File: config.mk
export PLATFORM = sky130hd
export DESIGN_NAME = otg_hpi_sequencer_flat
export DESIGN_NICKNAME = d
export VERILOG_FILES = /design/src/rtl/otg_hpi_pkg.sv /design/src/rtl/otg_hpi_sequencer_if.sv /design/src/rtl/hpi_rr_arbiter.sv /design/src/rtl/otg_hpi_sequencer.sv /design/src/flat_wrapper.sv
export SDC_FILE = /design/constraint.sdc
export NUM_CORES = 1
export LEC_CHECK = 0
export ABC_CLOCK_PERIOD_IN_PS = 4100
export CAP_MARGIN = 20
export CORE_ASPECT_RATIO = 1.5
export CORE_UTILIZATION = 46
export DETAILED_ROUTE_END_ITERATION = 7
export PLACE_DENSITY_LB_ADDON = 0.3
export REMOVE_ABC_BUFFERS = 1
export SLEW_MARGIN = 20
export SYNTH_ARGS = -nofsm -noshare
export SYNTH_HDL_FRONTEND = slang
export SYNTH_SLANG_ARGS = --single-unit
File: constraint.sdc
create_clock -name clk_clk -period 4.1 [get_ports clk_clk]
set_input_delay 1.025 -clock clk_clk [delete_from_list [all_inputs] [get_ports clk_clk]]
set_output_delay 1.025 -clock clk_clk [all_outputs]
set_load 0.01 [all_outputs]
File: src/rtl/otg_hpi_pkg.sv
// otg_hpi_pkg: shared types and constants for the CY7C67200 HPI sequencer.
// Contents: the bus-cycle FSM state enum, HPI register select codes, the
// 16-bit HPI data word type and a small max helper used to size the
// timing counter.
package otg_hpi_pkg;

    typedef enum logic [2:0] {
        IDLE,
        SETUP,
        STROBE,
        HOLD,
        TURN
    } hpi_state_t;

    localparam logic [1:0] HPI_DATA    = 2'd0;
    localparam logic [1:0] HPI_MAILBOX = 2'd1;
    localparam logic [1:0] HPI_ADDR    = 2'd2;
    localparam logic [1:0] HPI_STATUS  = 2'd3;

    typedef logic [15:0] hpi_word_t;

    function automatic int max4(input int a, input int b, input int c, input int d);
        int m;
        m = a;
        if (b > m) m = b;
        if (c > m) m = c;
        if (d > m) m = d;
        return m;
    endfunction

endpackage

File: src/rtl/otg_hpi_sequencer_if.sv
// otg_hpi_sequencer_if: the two requester ports, their response channels,
// the OTG HPI pad signals and the busy flag. The sequencer uses the slave
// modport; the fabric side (or a bench) uses master.
interface otg_hpi_sequencer_if;
    import otg_hpi_pkg::*;

    logic       req0_valid;
    logic       req0_ready;
    logic       req0_write;
    logic [1:0] req0_addr;
    hpi_word_t  req0_wdata;
    logic       rsp0_valid;
    hpi_word_t  rsp0_rdata;

    logic       req1_valid;
    logic       req1_ready;
    logic       req1_write;
    logic [1:0] req1_addr;
    hpi_word_t  req1_wdata;
    logic       rsp1_valid;
    hpi_word_t  rsp1_rdata;

    logic       otg_hpi_cs_n;
    logic [1:0] otg_hpi_addr;
    logic       otg_hpi_r_n;
    logic       otg_hpi_w_n;
    hpi_word_t  otg_hpi_data_out;
    logic       otg_hpi_data_oe;
    hpi_word_t  otg_hpi_data_in;

    logic       busy;

    modport slave (
        input  req0_valid, req0_write, req0_addr, req0_wdata,
        input  req1_valid, req1_write, req1_addr, req1_wdata,
        input  otg_hpi_data_in,
        output req0_ready, rsp0_valid, rsp0_rdata,
        output req1_ready, rsp1_valid, rsp1_rdata,
        output otg_hpi_cs_n, otg_hpi_addr, otg_hpi_r_n, otg_hpi_w_n,
        output otg_hpi_data_out, otg_hpi_data_oe,
        output busy
    );

    modport master (
        output req0_valid, req0_write, req0_addr, req0_wdata,
        output req1_valid, req1_write, req1_addr, req1_wdata,
        output otg_hpi_data_in,
        input  req0_ready, rsp0_valid, rsp0_rdata,
        input  req1_ready, rsp1_valid, rsp1_rdata,
        input  otg_hpi_cs_n, otg_hpi_addr, otg_hpi_r_n, otg_hpi_w_n,
        input  otg_hpi_data_out, otg_hpi_data_oe,
        input  busy
    );

endinterface

File: src/rtl/hpi_rr_arbiter.sv
// hpi_rr_arbiter: 2-way grant for the shared HPI bus.
// Macro OTG_HPI_ROUND_ROBIN_EN: when defined, contention goes to the
// requester that was not granted last; otherwise req0 always wins and no
// last_grant input exists.
module hpi_rr_arbiter (
    input  logic [1:0] valid,
`ifdef OTG_HPI_ROUND_ROBIN_EN
    input  logic       last_grant,
`endif
    output logic [1:0] grant
);

    // One-hot grant; a lone valid requester always wins
    always_comb begin
        grant = 2'b00;
`ifdef OTG_HPI_ROUND_ROBIN_EN
        if (valid[0] && valid[1])
            grant = last_grant ? 2'b01 : 2'b10;
        else if (valid[0])
            grant = 2'b01;
        else if (valid[1])
            grant = 2'b10;
`else
        if (valid[0])
            grant = 2'b01;
        else if (valid[1])
            grant = 2'b10;
`endif
    end

endmodule

File: src/rtl/otg_hpi_sequencer.sv
// otg_hpi_sequencer: generates CY7C67200 HPI bus cycles for two requesters
// (0 = NIOS bridge, 1 = keycode poller) with parameterised setup, strobe,
// hold and turnaround timing. All pad outputs are registered.
// Macro OTG_HPI_ROUND_ROBIN_EN selects round-robin arbitration; undefined
// gives fixed priority to req0.
module otg_hpi_sequencer
    import otg_hpi_pkg::*;
#(
    parameter int SETUP_CYCLES  = 1,
    parameter int STROBE_CYCLES = 4,
    parameter int HOLD_CYCLES   = 1,
    parameter int TURN_CYCLES   = 2
) (
    input  logic               clk_clk,
    input  logic               reset_reset,
    otg_hpi_sequencer_if.slave bus
);

    localparam int MAX_CYCLES = max4(SETUP_CYCLES, STROBE_CYCLES, HOLD_CYCLES, TURN_CYCLES);
    localparam int CNT_W      = $clog2(MAX_CYCLES + 1);

    localparam logic [CNT_W-1:0] SETUP_LOAD  = CNT_W'(SETUP_CYCLES - 1);
    localparam logic [CNT_W-1:0] STROBE_LOAD = CNT_W'(STROBE_CYCLES - 1);
    localparam logic [CNT_W-1:0] HOLD_LOAD   = CNT_W'(HOLD_CYCLES - 1);
    localparam logic [CNT_W-1:0] TURN_LOAD   = CNT_W'(TURN_CYCLES - 1);

    if (SETUP_CYCLES < 1 || STROBE_CYCLES < 1 || HOLD_CYCLES < 1 || TURN_CYCLES < 1) begin : g_param_check
        $error("otg_hpi_sequencer: all timing parameters must be at least 1");
    end

    hpi_state_t       state;
    logic [CNT_W-1:0] cnt;
    logic             is_write;
    logic             owner;
    logic [1:0]       valid;
    logic [1:0]       grant;
    logic             handshake;
    logic             sel_write;
    logic [1:0]       sel_addr;
    hpi_word_t        sel_wdata;

`ifdef OTG_HPI_ROUND_ROBIN_EN
    logic             last_grant;
`endif

    assign valid = {bus.req1_valid, bus.req0_valid};

    hpi_rr_arbiter u_arbiter (
        .valid      (valid),
`ifdef OTG_HPI_ROUND_ROBIN_EN
        .last_grant (last_grant),
`endif
        .grant      (grant)
    );

    assign handshake      = (state == IDLE) && !reset_reset && (grant != 2'b00);
    assign bus.req0_ready = handshake && grant[0];
    assign bus.req1_ready = handshake && grant[1];

    assign sel_write = grant[1] ? bus.req1_write : bus.req0_write;
    assign sel_addr  = grant[1] ? bus.req1_addr  : bus.req0_addr;
    assign sel_wdata = grant[1] ? bus.req1_wdata : bus.req0_wdata;

    // Bus-cycle FSM: every pad output is set on the edge that enters the
    // state it belongs to, so the pins are registered and line up with state
    always_ff @(posedge clk_clk) begin
        if (reset_reset) begin
            state                <= IDLE;
            cnt                  <= '0;
            is_write             <= 1'b0;
            owner                <= 1'b0;
`ifdef OTG_HPI_ROUND_ROBIN_EN
            last_grant           <= 1'b1;
`endif
            bus.otg_hpi_cs_n     <= 1'b1;
            bus.otg_hpi_r_n      <= 1'b1;
            bus.otg_hpi_w_n      <= 1'b1;
            bus.otg_hpi_addr     <= 2'd0;
            bus.otg_hpi_data_out <= '0;
            bus.otg_hpi_data_oe  <= 1'b0;
            bus.rsp0_valid       <= 1'b0;
            bus.rsp1_valid       <= 1'b0;
            bus.rsp0_rdata       <= '0;
            bus.rsp1_rdata       <= '0;
            bus.busy             <= 1'b0;
        end else begin
            bus.rsp0_valid <= 1'b0;
            bus.rsp1_valid <= 1'b0;
            case (state)
                IDLE: begin
                    cnt <= '0;
                    if (handshake) begin
                        state               <= SETUP;
                        cnt                 <= SETUP_LOAD;
                        is_write            <= sel_write;
                        owner               <= grant[1];
`ifdef OTG_HPI_ROUND_ROBIN_EN
                        last_grant          <= grant[1];
`endif
                        bus.otg_hpi_cs_n    <= 1'b0;
                        bus.otg_hpi_addr    <= sel_addr;
                        bus.otg_hpi_data_oe <= sel_write;
                        if (sel_write)
                            bus.otg_hpi_data_out <= sel_wdata;
                        bus.busy            <= 1'b1;
                    end
                end
                SETUP: begin
                    if (cnt == '0) begin
                        state <= STROBE;
                        cnt   <= STROBE_LOAD;
                        if (is_write)
                            bus.otg_hpi_w_n <= 1'b0;
                        else
                            bus.otg_hpi_r_n <= 1'b0;
                    end else begin
                        cnt <= cnt - 1'b1;
                    end
                end
                STROBE: begin
                    if (cnt == '0) begin
                        state           <= HOLD;
                        cnt             <= HOLD_LOAD;
                        bus.otg_hpi_w_n <= 1'b1;
                        bus.otg_hpi_r_n <= 1'b1;
                        if (owner) begin
                            bus.rsp1_valid <= 1'b1;
                            if (!is_write)
                                bus.rsp1_rdata <= bus.otg_hpi_data_in;
                        end else begin
                            bus.rsp0_valid <= 1'b1;
                            if (!is_write)
                                bus.rsp0_rdata <= bus.otg_hpi_data_in;
                        end
                    end else begin
                        cnt <= cnt - 1'b1;
                    end
                end
                HOLD: begin
                    if (cnt == '0) begin
                        state               <= TURN;
                        cnt                 <= TURN_LOAD;
                        bus.otg_hpi_cs_n    <= 1'b1;
                        bus.otg_hpi_data_oe <= 1'b0;
                    end else begin
                        cnt <= cnt - 1'b1;
                    end
                end
                TURN: begin
                    if (cnt == '0) begin
                        state    <= IDLE;
                        bus.busy <= 1'b0;
                    end else begin
                        cnt <= cnt - 1'b1;
                    end
                end
                default: begin
                    state <= IDLE;
                    cnt   <= '0;
                end
            endcase
        end
    end

endmodule
File: src/flat_wrapper.sv
// flat-port wrapper written by rule: the top's interface ports become plain ports
module otg_hpi_sequencer_flat import otg_hpi_pkg::*;
#(
    parameter int SETUP_CYCLES  = 1,
    parameter int STROBE_CYCLES = 4,
    parameter int HOLD_CYCLES   = 1,
    parameter int TURN_CYCLES   = 2
)
  (clk_clk, reset_reset, bus_req0_valid, bus_req0_write, bus_req0_addr, bus_req0_wdata, bus_req1_valid, bus_req1_write, bus_req1_addr, bus_req1_wdata, bus_otg_hpi_data_in, bus_req0_ready, bus_rsp0_valid, bus_rsp0_rdata, bus_req1_ready, bus_rsp1_valid, bus_rsp1_rdata, bus_otg_hpi_cs_n, bus_otg_hpi_addr, bus_otg_hpi_r_n, bus_otg_hpi_w_n, bus_otg_hpi_data_out, bus_otg_hpi_data_oe, bus_busy);
  otg_hpi_sequencer_if bus_i ();
  input  logic clk_clk;
  input  logic reset_reset;
  input wire logic [$bits(bus_i.req0_valid)-1:0] bus_req0_valid;
  input wire logic [$bits(bus_i.req0_write)-1:0] bus_req0_write;
  input wire logic [$bits(bus_i.req0_addr)-1:0] bus_req0_addr;
  input wire logic [$bits(bus_i.req0_wdata)-1:0] bus_req0_wdata;
  input wire logic [$bits(bus_i.req1_valid)-1:0] bus_req1_valid;
  input wire logic [$bits(bus_i.req1_write)-1:0] bus_req1_write;
  input wire logic [$bits(bus_i.req1_addr)-1:0] bus_req1_addr;
  input wire logic [$bits(bus_i.req1_wdata)-1:0] bus_req1_wdata;
  input wire logic [$bits(bus_i.otg_hpi_data_in)-1:0] bus_otg_hpi_data_in;
  output wire logic [$bits(bus_i.req0_ready)-1:0] bus_req0_ready;
  output wire logic [$bits(bus_i.rsp0_valid)-1:0] bus_rsp0_valid;
  output wire logic [$bits(bus_i.rsp0_rdata)-1:0] bus_rsp0_rdata;
  output wire logic [$bits(bus_i.req1_ready)-1:0] bus_req1_ready;
  output wire logic [$bits(bus_i.rsp1_valid)-1:0] bus_rsp1_valid;
  output wire logic [$bits(bus_i.rsp1_rdata)-1:0] bus_rsp1_rdata;
  output wire logic [$bits(bus_i.otg_hpi_cs_n)-1:0] bus_otg_hpi_cs_n;
  output wire logic [$bits(bus_i.otg_hpi_addr)-1:0] bus_otg_hpi_addr;
  output wire logic [$bits(bus_i.otg_hpi_r_n)-1:0] bus_otg_hpi_r_n;
  output wire logic [$bits(bus_i.otg_hpi_w_n)-1:0] bus_otg_hpi_w_n;
  output wire logic [$bits(bus_i.otg_hpi_data_out)-1:0] bus_otg_hpi_data_out;
  output wire logic [$bits(bus_i.otg_hpi_data_oe)-1:0] bus_otg_hpi_data_oe;
  output wire logic [$bits(bus_i.busy)-1:0] bus_busy;
  assign bus_i.req0_valid = bus_req0_valid;
  assign bus_i.req0_write = bus_req0_write;
  assign bus_i.req0_addr = bus_req0_addr;
  assign bus_i.req0_wdata = bus_req0_wdata;
  assign bus_i.req1_valid = bus_req1_valid;
  assign bus_i.req1_write = bus_req1_write;
  assign bus_i.req1_addr = bus_req1_addr;
  assign bus_i.req1_wdata = bus_req1_wdata;
  assign bus_i.otg_hpi_data_in = bus_otg_hpi_data_in;
  assign bus_req0_ready = bus_i.req0_ready;
  assign bus_rsp0_valid = bus_i.rsp0_valid;
  assign bus_rsp0_rdata = bus_i.rsp0_rdata;
  assign bus_req1_ready = bus_i.req1_ready;
  assign bus_rsp1_valid = bus_i.rsp1_valid;
  assign bus_rsp1_rdata = bus_i.rsp1_rdata;
  assign bus_otg_hpi_cs_n = bus_i.otg_hpi_cs_n;
  assign bus_otg_hpi_addr = bus_i.otg_hpi_addr;
  assign bus_otg_hpi_r_n = bus_i.otg_hpi_r_n;
  assign bus_otg_hpi_w_n = bus_i.otg_hpi_w_n;
  assign bus_otg_hpi_data_out = bus_i.otg_hpi_data_out;
  assign bus_otg_hpi_data_oe = bus_i.otg_hpi_data_oe;
  assign bus_busy = bus_i.busy;
  otg_hpi_sequencer #(.SETUP_CYCLES(SETUP_CYCLES), .STROBE_CYCLES(STROBE_CYCLES), .HOLD_CYCLES(HOLD_CYCLES), .TURN_CYCLES(TURN_CYCLES)) u_core (.clk_clk(clk_clk), .reset_reset(reset_reset), .bus(bus_i));
endmodule
==> run metrics <==
HPWL Detailed 4.82 mm; Core Box Area 5790 µm²; cell mode on critical path clkdlybuf4s50_1; routed len/inst 13.6 µm; Setup crit start kind input pin; Cell Chain, Critical Path clkdlybuf4s50_1, nor2_1, nor4b_2, and2_1, clkdlybuf4s50_1; worst skew pair latency ~0.33 ns; Seq/Total Area, Yosys 0.472; Internal 1.38 mW; worst-path maximum fanout 3; Final Wtd Congestion 0.738; Initial Util 0.477; crit path time final 3.69 ns; Non-Filler Instances 492; Setup WS pre-CTS 0.399 ns; clk sink count 65; Detail Route Antenna Nets 0; Die W 65.2 µm; Finish-stage setup viols 0; layer with the highest usage met2; final instance area 4100 µm²; CTS clk-pin slew, worst paths 0.07 ns; Net Sw Frac 0.323; RSZ-0062 raised after global routing no; Area after DPL roughly 3900 µm²; met3 Use GR 0.0873; Arr. time, crit path 2.67 ns; Crit path max-delay family buffers and inverters; status completed; PD cells between 400 and 500 nW/µm²; number of port buffers 116; IO Pins 117; reg2reg start u_core.cnt[0]; clock power share 0.266; Clock Tree Buf Depth 2; Hold-fix buffers, CTS 0; Via Count 2544; Final Max Tran Viols 0; DR iter-0 viols 119; DRC violations left 0; Peak Freq 271 MHz; multi-input logic area approximately 1300 µm²; Net Sw Power 0.659 mW; final worst slack roughly 0.41 ns; Least-Margin Pin Slew 1.05 ns; Pleak 1.49 nW; Critical path origin bus_req1_valid; sequential power share 0.401; vias in the first global route 2377; Worst Skew 0.00730 ns; layout cell share with drive strength beyond 1 0.0905; Vias/cell 5.17; GRT overflow 0; Placed Cells about 480; relative slew slack 0.296; fill count 474; FF+latch count, synth 65; ys flop type dfxtp_1; routed wire length 6.70 mm; die area around 6300 µm²; final period utilization 0.901; Crit path required time 3.07 ns; met1 Usage GRT 0.270; Die Span Y 96.8 µm; cts bufs inserted 9; TritonRoute pass-1 iters 4; post-CTS sizing 0; Register Area around 1300 µm²; WS Path Type input pin to output port; TritonCTS clock tree built; Tot GR Track Use 0.225; final layout net count 475; max_cap viols 0; largest net degree at the start of global routing between 60 and 70; Synth Cell Area 2760 µm²; Cell variety after synth 43; Root Driver clkbuf_8; worst vdd ir ~350 µV; asr flop ratio synth 0; row count 34; antenna cells 0; Gate Count Post-Synth around 310; global-route wire length before repair between 10 and 15 mm; Worst Hold Class flop to flop; total setup buffers inserted after CTS 0; H-tree levels 3; slowest CP cell clkdlybuf4s50_1; synth-to-layout area growth 48.5%; power share of the combinational group 0.333; Fin Setup TNS 0 ns; initial antenna violation count 0; crit path capture type output port; M2 GR Usage 0.361; HP Start u_core.bus.rsp0_rdata[11]; Worst path max stage delay about 0.56 ns; Syn Area/Cell 8.98 µm²; final core occ 0.708; number of flops mapped to enable cells by yosys 0; Worst Path Buf+Inv 2; Fin. Hold Viols 0; Yosys Warn Count 0
==> layout by cell type (no fill, tap or decap), types with 4 or more instances in the layout <==
cell | Yosys | layout
dfxtp_1 | 65 | 65
a211oi_2 | 9 | 9
clkdlybuf4s50_1 | 0 | 115
a211oi_1 | 11 | 11
nand3b_1 | 4 | 4
clkbuf_8 | 0 | 10
nor2_1 | 9 | 9
nand2_1 | 72 | 72
a21oi_1 | 52 | 52
mux2i_1 | 18 | 18
inv_1 | 6 | 6
==> final timing paths <==
kind	to	slack, ns	depth (start not counted)
worst max-delay path	bus_req1_ready	0.41	5
worst max register to register	u_core.bus.rsp0_rdata[12]	2.04	6
worst min-delay path	u_core.bus.rsp0_rdata[11]	0.46	2
worst min register to register	u_core.bus.rsp0_rdata[11]	0.46	2
==> power by group through the flow <==
stage | Clock, mW | Combinational [mW] | Sequential, mW
finish | 0.544 | 0.681 | 0.820
global route | 0.590 | 0.748 | 0.835
CTS | 0.555 | 0.684 | 0.819
detailed placement | 0 | 0.679 | 0.832
global placement | 0 | 0.664 | 0.826
floorplan | 0 | 0.336 | 0.856
==> synthesized netlist by cell type, types with 2 or more instances <==
master     n  area, µm²
a211oi_1  11       82.6
buf_6      3       33.8
nor3b_1    3       22.5
nor3_1     3       15.0
a211oi_2   9        113
buf_2      5       25.0
a21oi_1   52        260
nor2_1     9       33.8
o22ai_1    3       18.8
nand2_1   72        270
nand3b_1   4       30.0
nor2b_1    2       12.5
clkbuf_1   7       26.3
mux2i_1   18        180
inv_1      6       22.5
buf_4      6       45.0
and3_1     2       12.5
dfxtp_1   65       1300
ha_1       2       25.0
and2_1     2       12.5
==> per-stage QoR <==
step	hold WS [ns]	total power [mW]
after floorplan	0.474	1.19
after global placement	0.441	1.49
after detailed placement	0.448	1.51
after CTS	0.458	2.06
after global routing	0.476	2.17
final	0.457	2.04
==> final cells by class <==
type / count / share of cell area
sequential: 65 / 0.318
multi-input combinational: 214 / 0.317
timing repair buffer: 119 / 0.288
clock buffer: 10 / 0.0336
tap: 72 / 0.0220
clock inverter: 6 / 0.0162
inverter: 6 / 0.00550
==> sequential cells by signal, summed over array words and instances, names as in the netlist, 2 cells and up <==
register / cells
u_core.cnt: 3
u_core.bus.rsp1_rdata: 16
u_core.bus.otg_hpi_data_out: 16
u_core.bus.rsp0_rdata: 16
u_core.bus.otg_hpi_addr: 2
u_core.state: 3
==> logic make-up (layout without fill, tap and decap cells) <==
group                      Yosys count  count (layout)  synth area share
AOI/OAI and AO/OA                   83              83             0.194
xor gates and xnor gates             2               2           0.00635
adders and majority gates            2               2           0.00907
buffers and inverters               28             141            0.0572
DFF                                 65              65             0.472
muxes                               19              19            0.0708
and+or+nand+nor                    108             108             0.191
==> worst reg2reg max path: cells and delay by family, from the launching register on <==
kind	cells	cell delay, ns
AOI/OAI and AO/OA	1	0.18
DFF	1	0.33
adders and majority gates	1	0.25
buffers and inverters	1	0.08
and+or+nand+nor	3	1.14
==> per-layer routing <==
layer / vias to the layer above / wire (µm)
li1: 1277 / -
met1: 1156 / 2800
met2: 105 / 3290
met3: 6 / 530
met4: 0 / 77
met5: - / 0
(Power assumes the default switching activity.)
